`src/rtl/serdes_pkg.sv`:
```
// Shared types and defaults for the serial word deserializer.
package serdes_pkg;

    typedef enum logic {
        DIR_LSB_FIRST = 1'b0,
        DIR_MSB_FIRST = 1'b1
    } dir_e;

    typedef enum logic {
        EMPTY = 1'b0,
        HOLD  = 1'b1
    } out_state_e;

    localparam int DESER_N_DEFAULT = 8;

endpackage

```
`src/rtl/deser_out_stage.sv`:
```
// Output holding register with EMPTY/HOLD valid/ready control and a sticky overflow flag.
//   state | meaning
//   EMPTY | no word held, out_valid=0
//   HOLD  | word held in out_data, out_valid=1 until consumed
module deser_out_stage
    import serdes_pkg::*;
#(
    parameter int N = DESER_N_DEFAULT
) (
    input  logic         clk,
    input  logic         reset,
    input  logic         clear,
    input  logic         load,
    input  logic [N-1:0] load_data,
    input  logic         out_ready,
    output logic         out_valid,
    output logic [N-1:0] out_data,
    output logic         overflow
);

    out_state_e   state_q, state_d;
    logic [N-1:0] data_q, data_d;
    logic         ovf_q, ovf_d;

    always_ff @(posedge clk or negedge reset) begin
        if (!reset) begin
            state_q <= EMPTY;
            data_q  <= '0;
            ovf_q   <= 1'b0;
        end else begin
            state_q <= state_d;
            data_q  <= data_d;
            ovf_q   <= ovf_d;
        end
    end

    always_comb begin
        state_d = state_q;
        data_d  = data_q;
        ovf_d   = ovf_q;
        if (clear) begin
            state_d = EMPTY;
            data_d  = '0;
            ovf_d   = 1'b0;
        end else begin
            case (state_q)
                EMPTY: begin
                    if (load) begin
                        state_d = HOLD;
                        data_d  = load_data;
                    end
                end
                HOLD: begin
                    if (out_ready && load) begin
                        data_d = load_data;
                    end else if (out_ready) begin
                        state_d = EMPTY;
                    end else if (load) begin
                        // consumer stalled: keep the held word, drop the new one
                        ovf_d = 1'b1;
                    end
                end
                default: state_d = EMPTY;
            endcase
        end
    end

    assign out_valid = (state_q == HOLD);
    assign out_data  = data_q;
    assign overflow  = ovf_q;

endmodule

```
`src/rtl/serial_word_deserializer.sv`:
```
// Collects one serial bit per qualified cycle into an N-bit word (LSB- or MSB-first)
// and hands completed words to a valid/ready holding stage.
module serial_word_deserializer
    import serdes_pkg::*;
#(
    parameter int N = DESER_N_DEFAULT
) (
    input  logic                 clk,
    input  logic                 reset,
    input  logic                 clear,
    input  logic                 dir,
    input  logic                 ser_valid,
    input  logic                 ser_data,
    output logic                 out_valid,
    input  logic                 out_ready,
    output logic [N-1:0]         out_data,
    output logic [$clog2(N)-1:0] bit_cnt,
    output logic                 overflow
);

    localparam int CW = $clog2(N);
    localparam logic [CW-1:0] CNT_LAST = CW'(N - 1);

    logic [N-1:0]  acc_q, acc_d;
    logic [CW-1:0] cnt_q, cnt_d;
    dir_e          dir_q, dir_d;
    dir_e          word_dir;
    logic          word_done;

    always_ff @(posedge clk or negedge reset) begin
        if (!reset) begin
            acc_q <= '0;
            cnt_q <= '0;
            dir_q <= DIR_LSB_FIRST;
        end else begin
            acc_q <= acc_d;
            cnt_q <= cnt_d;
            dir_q <= dir_d;
        end
    end

    always_comb begin
        acc_d     = acc_q;
        cnt_d     = cnt_q;
        dir_d     = dir_q;
        word_done = 1'b0;
        // the first bit of a word uses the live dir; later bits use the latched one
        word_dir  = (cnt_q == '0) ? dir_e'(dir) : dir_q;
        if (clear) begin
            acc_d = '0;
            cnt_d = '0;
        end else if (ser_valid) begin
            dir_d = word_dir;
            if (word_dir == DIR_MSB_FIRST) begin
                acc_d = {acc_q[N-2:0], ser_data};
            end else begin
                acc_d = {ser_data, acc_q[N-1:1]};
            end
            if (cnt_q == CNT_LAST) begin
                cnt_d     = '0;
                word_done = 1'b1;
            end else begin
                cnt_d = cnt_q + 1'b1;
            end
        end
    end

    deser_out_stage #(.N(N)) u_out_stage (
        .clk       (clk),
        .reset     (reset),
        .clear     (clear),
        .load      (word_done),
        .load_data (acc_d),
        .out_ready (out_ready),
        .out_valid (out_valid),
        .out_data  (out_data),
        .overflow  (overflow)
    );

    assign bit_cnt = cnt_q;

endmodule

```
`config.mk`:
```
export PLATFORM = sky130hd
export DESIGN_NAME = serial_word_deserializer
export DESIGN_NICKNAME = d
export VERILOG_FILES = /design/src/rtl/serdes_pkg.sv /design/src/rtl/deser_out_stage.sv /design/src/rtl/serial_word_deserializer.sv
export SDC_FILE = /design/constraint.sdc
export NUM_CORES = 1
export LEC_CHECK = 0
export BUFFER_PORTS_ARGS = -buffer_cell sky130_fd_sc_hd__buf_2
export CAP_MARGIN = 20
export CORE_MARGIN = 10
export CORE_UTILIZATION = 61
export CTS_BUF_LIST = sky130_fd_sc_hd__clkbuf_8
export DETAILED_ROUTE_END_ITERATION = 10
export PLACE_DENSITY_LB_ADDON = 0.05
export SKIP_CTS_REPAIR_TIMING = 1
export SLEW_MARGIN = 30
export SYNTH_ARGS = -nofsm -noshare
export SYNTH_HDL_FRONTEND = slang
export SYNTH_HIERARCHICAL = 1
export SYNTH_SLANG_ARGS = --single-unit
```
`constraint.sdc`:
```
create_clock -name clk -period 5.55 [get_ports clk]
set_clock_uncertainty 0.05 [all_clocks]
set_input_delay 0.2775 -clock clk [delete_from_list [all_inputs] [get_ports clk]]
set_output_delay 0.2775 -clock clk [all_outputs]
set_load 0.05 [all_outputs]
```
==> impl_metrics.env <==
export IMPL_setup_viol=0
export IMPL_worstMarginPinSlew_ns=0.5273
export IMPL_insertedDiodeCount=0
export IMPL_avgSynthCellArea_um2=10.58
export IMPL_route_detailed_drc=0
export IMPL_cts_sinks=22
export IMPL_worstSetupEndpointType="register"
export IMPL_io_buffers=19
export IMPL_routed_wl_um=2295
export IMPL_instances_no_fill=151
export IMPL_core_area_mm2=0.001783
export IMPL_num_fill_cells=142
export IMPL_design_area_mm2=0.001304
export IMPL_crit_required_ns=5.68
export IMPL_via_per_inst=5.848
export IMPL_dp_hpwl_um=1614
export IMPL_cts_root_buf="clkbuf_8"
export IMPL_cts_tree="built"
export IMPL_cp_arrival_ns=2.28
export IMPL_seq_area_frac_synth_pct=46.86
export IMPL_grt_pass1_wl_um=3857
export IMPL_die_h_um=63.89
export IMPL_min_path_type="in -> reg"
export IMPL_cts_max_level=1
export IMPL_finalCriticalPeriod_ns=2.149
export IMPL_synth_area_mm2=0.001175
export IMPL_grt_max_degree=31
export IMPL_fp_dieW_um=63.89
export IMPL_synth_top_area_share_pct=46.86
export IMPL_start_util_pct=65.89
export IMPL_cp_start_kind="register"
export IMPL_row_count=15
export IMPL_grt_pass1_vias=837
export IMPL_clk_latency_ns=0.25
export IMPL_drv_slew=0
export IMPL_synth_seq_cells=22
export IMPL_outcome="complete, no violations"
export IMPL_dp_cells=147
export IMPL_wire_per_inst_um=15.20
export IMPL_setup_tns_ns=0
export IMPL_overflow=0
export IMPL_cts_buffers=3
export IMPL_synth_area_leaders="dfrtp_1 47%, nand2b_1 9.1%, mux2i_1 8.5%"
export IMPL_pin_count=20
export IMPL_holdWs_ns=0.2718
export IMPL_synth_cell_types=23
export IMPL_ir_worst_vdd_v=0.0001514
export IMPL_seqCellArea_um2=550.5
export IMPL_drv_cap=0
export IMPL_clock_path_buffers=2
export IMPL_synth_nets=121
export IMPL_firstDrtPassIters=5
export IMPL_power_per_cell_area_mw_per_mm2=250.3
export IMPL_track_usage_pct=11.36
export IMPL_syn_to_final_growth_pct=10.97
export IMPL_p_leak_uw=0.0005918
export IMPL_worst_path_max_fanout=9
export IMPL_path_clk_slew_ns=0.07
export IMPL_dr_total_vias=883
export IMPL_ys_warn_count=6
export IMPL_synth_top_area_cell="dfrtp_1"
export IMPL_final_layout_size_suffix_gt1_share_pct=20.63
export IMPL_final_nets=138
export IMPL_placed_cell_area_mm2=0.001252
export IMPL_synthCells=111
export IMPL_place_congestion=0.7671
export IMPL_antenna_found_initial=0
export IMPL_drt_iter0_drc=21
export IMPL_max_freq_mhz=465.3
export IMPL_ant_nets=0
export IMPL_max_slew_margin_pct=64.76
export IMPL_period_share_pct=38.72
export IMPL_rsz0062_at_grt="no"
export IMPL_dieArea_mm2=0.004081
export IMPL_finalHoldViolCount=0
export IMPL_multiInputGateArea_um2=560.5
export IMPL_setup_worst_path_class="reg -> reg"
## flip-flops by register name, summed over array words and instances, names as in the netlist
register	cells
dir_q	1
u_out_stage/out_valid	1
u_out_stage/overflow	1
acc_q	8
u_out_stage/out_data	8
bit_cnt	3
## cells in the mapped netlist, drive strengths merged
cell type  count
o21bai         1
nor3b          1
a21o           1
nor2          21
a2111oi       15
ha             3
nand2b        17
a311oi         1
mux2i         10
nor2b          2
and2           1
buf            6
and3b          1
inv            4
mux2           1
clkbuf         2
a21oi          2
dfrtp         22
## placed cells by master, fill, tap and decap left out, types with 2 or more instances in the layout
master,n
a2111oi_0,8
a2111oi_1,7
a21oi_1,2
buf_2,19
clkbuf_8,3
dfrtp_1,22
ha_1,3
inv_1,4
mux2i_1,10
nand2b_1,17
nor2_1,21
## path summary, 6_finish.rpt
check	from	end	slack, ns	cells after the start
max	bit_cnt[0]	u_out_stage/out_data[7]	3.40	7
min	out_ready	u_out_stage/out_valid	0.27	4
max reg2reg	bit_cnt[0]	u_out_stage/out_data[7]	3.40	7
min reg2reg	u_out_stage/overflow	u_out_stage/overflow	0.45	2
max in group asynchronous	reset	bit_cnt[0]	4.66	2
min in group asynchronous	reset	u_out_stage/out_data[1]	0.46	2
## power breakdown
group / total [µW] / switching, µW / internal (µW)
registers: 180 / 10.6 / 169
logic: 51.6 / 32.0 / 19.6
clock network: 95.1 / 46.8 / 48.3
total: 326 / 89.4 / 237
## cells by family after synthesis
kind of cell	Yosys count	share of synthesized area, %
DFF	22	46.86
buffers and inverters	12	5.430
AOI/OAI and AO/OA	20	15.44
muxes	11	9.478
and+or+nand+nor	43	19.60
adders and majority gates	3	3.195
## through the flow
stage                     worst slack (ns)  util, %  total power (µW)
after floorplan                      3.374        -             220.1
after global placement               3.499    70.25             231.6
after detailed placement             3.393    70.25             233.5
after CTS                            3.378    72.56             327.4
after global routing                 3.165    73.12             344.5
final                                3.401    73.12             326.3
## routing by layer
metal | share of wire (%) | global-route usage (%) | wire [µm]
met4 | 2.5 | 5.464 | 57
met5 | 0 | 0 | 0
met1 | 45 | 13.64 | 1022
met3 | 4.4 | 3.136 | 100
met2 | 49 | 18.28 | 1115
## worst max-delay path: stages, from the launching register on
cell       delay [ns]
dfrtp_1          0.41
inv_1            0.06
ha_1             0.22
and3b_1          0.27
a21o_4           0.25
a2111oi_1        0.51
nand2b_1         0.14
mux2i_1          0.15
## area by class of cell
class,count,area share [%]
Tap cell,25,2.399
Timing Repair Buffer,20,8.061
Clock buffer,3,3.167
Inverter,4,1.152
Sequential cell,22,42.23
Multi-Input combinational cell,77,42.99
Note: power is estimated with default switching activity, not from simulation.
